### src/rtl/pwm_trip_zone.sv
// pwm_trip_zone: fault trip-zone stage forcing safe gate levels on a qualified fault; ports clk/reset, pwm_onoff, pwmout_A_x/B_x in, fault_n/filt_len filter, trip_state_A/B, trip_mode, carr_event, trip_clear in; gated_A_x/B_x, trip_active, trip_flag, trip_int (and trip_count when PWM_TRIP_COUNT_EN is defined) out
module pwm_trip_zone #(
  parameter int PWM_WIDTH  = 8,
  parameter int FILT_WIDTH = 8
) (
  input  logic                  clk,
  input  logic                  reset,
  input  logic                  pwm_onoff,
  input  logic [PWM_WIDTH-1:0]  pwmout_A_x,
  input  logic [PWM_WIDTH-1:0]  pwmout_B_x,
  input  logic                  fault_n,
  input  logic [FILT_WIDTH-1:0] filt_len,
  input  logic [PWM_WIDTH-1:0]  trip_state_A,
  input  logic [PWM_WIDTH-1:0]  trip_state_B,
  input  logic                  trip_mode,
  input  logic                  carr_event,
  input  logic                  trip_clear,
  output logic [PWM_WIDTH-1:0]  gated_A_x,
  output logic [PWM_WIDTH-1:0]  gated_B_x,
  output logic                  trip_active,
  output logic                  trip_flag,
  output logic                  trip_int
`ifdef PWM_TRIP_COUNT_EN
  ,
  output logic [15:0]           trip_count
`endif
);
  typedef enum logic [1:0] {IDLE = 2'd0, RUN = 2'd1, TRIP_OS = 2'd2, TRIP_CBC = 2'd3} state_t;
  state_t state, nxt;
  logic sync1, sync2;
  logic [FILT_WIDTH-1:0] cnt;
  logic fault_s, qual, entry, clr;
  assign fault_s = ~sync2;
  assign qual    = fault_s && (cnt >= filt_len);
  assign clr     = trip_clear && !qual;
  // both trip states share state[1]; the trip flavour is captured only at entry
  assign entry   = nxt[1] && !state[1];
  always_comb begin
    nxt = state;
    case (state)
      IDLE, RUN: nxt = qual ? (trip_mode ? TRIP_CBC : TRIP_OS) : RUN;
      TRIP_OS:   nxt = clr ? RUN : TRIP_OS;
      TRIP_CBC:  nxt = (carr_event && !qual) ? RUN : TRIP_CBC;
      default:   nxt = IDLE;
    endcase
    if (!pwm_onoff) nxt = IDLE;
  end
  always_ff @(posedge clk) begin
    if (reset) begin
      state       <= IDLE;
      sync1       <= 1'b1;
      sync2       <= 1'b1;
      cnt         <= '0;
      gated_A_x   <= '0;
      gated_B_x   <= '0;
      trip_active <= 1'b0;
      trip_flag   <= 1'b0;
      trip_int    <= 1'b0;
    end else begin
      state       <= nxt;
      sync1       <= fault_n;
      sync2       <= sync1;
      cnt         <= !fault_s ? '0 : (&cnt) ? cnt : cnt + 1'b1;
      gated_A_x   <= (nxt == RUN) ? pwmout_A_x : nxt[1] ? trip_state_A : '0;
      gated_B_x   <= (nxt == RUN) ? pwmout_B_x : nxt[1] ? trip_state_B : '0;
      trip_active <= nxt[1];
      trip_flag   <= entry || (trip_flag && !clr);
      trip_int    <= entry;
    end
  end
`ifdef PWM_TRIP_COUNT_EN
  always_ff @(posedge clk) begin
    if (reset) trip_count <= '0;
    else trip_count <= entry ? ((&trip_count) ? trip_count : trip_count + 16'd1) : clr ? 16'd0 : trip_count;
  end
`endif
endmodule
### config.mk
export PLATFORM = sky130hd
export DESIGN_NAME = pwm_trip_zone
export DESIGN_NICKNAME = d
export VERILOG_FILES = /design/src/rtl/pwm_trip_zone.sv
export SDC_FILE = /design/constraint.sdc
export NUM_CORES = 1
export LEC_CHECK = 0
export CAP_MARGIN = 20
export CORE_MARGIN = 1
export CORE_UTILIZATION = 39
export DETAILED_ROUTE_END_ITERATION = 10
export GPL_TIMING_DRIVEN = 0
export HOLD_SLACK_MARGIN = 0.03
export PLACE_DENSITY_LB_ADDON = 0.2
export SKIP_LAST_GASP = 1
export SYNTH_ARGS = -nofsm -noshare
export SYNTH_HDL_FRONTEND = slang
export SYNTH_SLANG_ARGS = --single-unit
export TNS_END_PERCENT = 1
### constraint.sdc
create_clock -name clk -period 2.25 [get_ports clk]
set_input_delay 0.3375 -clock clk [delete_from_list [all_inputs] [get_ports clk]]
set_output_delay 0.3375 -clock clk [all_outputs]
set_load 0.05 [all_outputs]
==> impl_metrics.json <==
{
  "die_area_um2": 4400,
  "place_area_um2": 2330,
  "area_growth_pct": 76.8,
  "reg2reg_depth": 10,
  "grt_use_met2_pct": 33.4,
  "clockBufferDepth": 2,
  "portBuffers": 65,
  "ioPinCount": 66,
  "synth_top_area_cell": "dfxtp_1",
  "via_count": 1612,
  "clkSinkCount": 30,
  "top_usage_layer": "met2",
  "peakVddDrop_mv": 0.369,
  "die_w_um": 66.4,
  "hold_viol": 0,
  "outcome": "finished, violations left",
  "arrival_ns": 2.49,
  "row_count": 23,
  "dp.cells": 278,
  "place.gp.congestion": 0.767,
  "yosys_warnings": 0,
  "period_share_pct": 101,
  "max_freq_mhz": 439,
  "failed_checks": "setup timing",
  "diodes": 0,
  "final_core_util_pct": 71.4,
  "root_buffer": "clkbuf_8",
  "drc_errors": 0,
  "synth_top_area_share_pct": 37.2,
  "end_kind": "flop",
  "path_class": "in2reg",
  "required_ns": 2.46,
  "setup_slack_ns": -0.0292,
  "syn-num-nets": 219,
  "path_max_fanout": 3,
  "nNetsFinal": 306,
  "tns_ns": -0.0292,
  "core_area_um2": 4000,
  "regToRegSetupSlack_ns": 0.01,
  "ys_ff_latch": 30,
  "fill_cells": 293,
  "synth_area_um2": 1620,
  "avgSynthCellArea_um2": 9.91,
  "ys_seq_area_share_pct": 37.2,
  "final_cell_area_um2": 2860,
  "synth-async-reset-ratio_pct": 0,
  "layout_common_cells": "clkdlybuf4s50_1 (62), dfxtp_1 (29), inv_1 (23)",
  "dp_hpwl_um": 2880,
  "clk_pin_slew_ns": 0.06,
  "ys.flop_type": "dfxtp_1",
  "use_met3_pct": 5.52,
  "drtIter0Drc": 75,
  "relSlewSlack_pct": 53.6,
  "setup_viol": 1,
  "worst_setup_path_start_kind": "input pin",
  "final_common_cell": "clkdlybuf4s50_1",
  "grt_pass1_wl_um": 6620,
  "min_from": "sync1",
  "avgViaCountPerCell": 5.37,
  "power_uw": 1190,
  "min_to": "sync2",
  "maxCapViolCount": 0,
  "cts_made_buffers": 5,
  "synth-edff-count": 0,
  "skew_ns": 0.00558,
  "die_y_um": 66.4,
  "cts_tree": "done",
  "drv_slew": 0,
  "tightest_slew_ns": 0.695,
  "clkLatencyLatePin_ns": 0.28,
  "post_drt_wl_per_cell_um": 14.5,
  "drt_pre_antenna_iters": 4,
  "stdcell_count": 300,
  "hold_path_class": "reg2reg",
  "met1_usage_pct": 24.8,
  "worstHoldPathCells": 1,
  "synth_cell_types": 39,
  "synth_area_leaders": "dfxtp_1 (37%), o41ai_2 (9.1%), o2111ai_1 (8.7%), ha_1 (7.0%), inv_1 (6.0%)",
  "hold_buffers": 0,
  "p_per_area_nw_per_um2": 418,
  "cts_max_level": 2,
  "antenna_found_initial": 0,
  "r2r-end": "gated_B_x[6]",
  "postRouteWirelength_um": 4340,
  "regArea_um2": 604,
  "multiInputGateArea_um2": 1120,
  "grt_setup_unrepaired": "yes",
  "grt_use_total_pct": 20.4,
  "postRouteAntennaNets": 0,
  "cellLeakagePower_uw": 0.00116,
  "period_needed_ns": 2.28,
  "grt_pass1_vias": 1465,
  "r2r-start": "cnt[0]",
  "grt_max_degree": 13,
  "postSynthCellCount": 163,
  "drive_above_1_share_pct": 29.6,
  "initial_core_util_pct": 40.4,
  "overflow": 0
}
[worst max-delay path by stage]
stage	start	end	slack, ns	depth (start not counted)
after floorplan	cnt[0]	gated_A_x[0]	0.08	9
after global placement	filt_len[5]	gated_A_x[0]	-0.52	10
after detailed placement	filt_len[5]	gated_B_x[0]	-0.55	10
after CTS	cnt[0]	gated_A_x[3]	-0.03	10
after global routing	filt_len[6]	trip_flag	-0.08	7
final	filt_len[6]	trip_flag	-0.03	7
[kinds of logic (layout without fill, tap and decap cells)]
logic type	Yosys count	count (layout)	synth area share (%)
xor gates and xnor gates	4	4	2.17
buffers and inverters	37	124	10.1
DFF	30	30	37.2
adders and majority gates	9	9	6.97
and+or+nand+nor	29	29	10.9
muxes	2	2	1.24
AOI/OAI and AO/OA	52	52	31.4
[layer usage]
layer	part of all wire (%)	vias up	routed length (um)
met1	43	769	1880
met5	0	-	0
met4	1.5	0	63
met2	50	48	2160
met3	5.4	5	236
li1	-	790	-
[synth_stat cells (2+ instances only)]
cell       instances
clkbuf_1           4
dfxtp_1           30
buf_2              2
nor2_1             6
nand3_1            3
a21oi_1            3
o21a_1             3
a211oi_1           2
inv_1             26
mux2i_1            2
o2111ai_1         16
or2_2              3
and2_1             3
o41ai_2            9
xnor2_1            2
and3_1             2
o41ai_1            7
xor2_1             2
o21ai_0            4
nand4_1            3
buf_6              3
nand2_1            2
a31oi_1            2
ha_1               9
[worst max-delay path, cell delays in order]
cell and delay (ns):
clkdlybuf4s50_1 0.46, inv_1 0.04, ha_1 0.29, nand4_1 0.21, o31a_1 0.35, or4b_2 0.64
a21oi_1 0.16
[sequential cells by signal, indices dropped and copies added, names as in the netlist]
| register | count |
|---|---|
| trip_active | 1 |
| cnt | 8 |
| gated_B_x | 8 |
| gated_A_x | 8 |
| sync1 | 1 |
| trip_int | 1 |
| state | 1 |
| sync2 | 1 |
| trip_flag | 1 |
[cell type report]
| type | instances | area share [%] |
|---|---|---|
| Buffer | 8 | 2.32 |
| Inverter | 27 | 3.55 |
| Sequential cell | 30 | 21.2 |
| Multi-Input combinational cell | 96 | 39.1 |
| Timing Repair Buffer | 82 | 29.0 |
| Tap cell | 50 | 2.19 |
| Clock buffer | 7 | 2.67 |
[per-stage QoR]
stage	worst slack, ns	hold slack, ns
after floorplan	0.0822	0.389
after global placement	-0.521	0.399
after detailed placement	-0.553	0.397
after CTS	-0.0334	0.410
after global routing	-0.0798	0.426
final	-0.0292	0.405
[where the power goes]
part           total [uW]  leakage (uW)  internal (uW)  switching, uW
registers             551      0.000246            545           5.97
logic                 244      0.000872            130            114
clock network         397     0.0000383            212            184
total                1190       0.00116            888            304
[repair_timing]
item                       CTS  global route
setup buffers               11             4
setup endpoints to repair   19            18
gates cloned                 2             0
gates resized for setup     29            27
pin swaps                   14            12
Power figures use the tool's default switching activity.
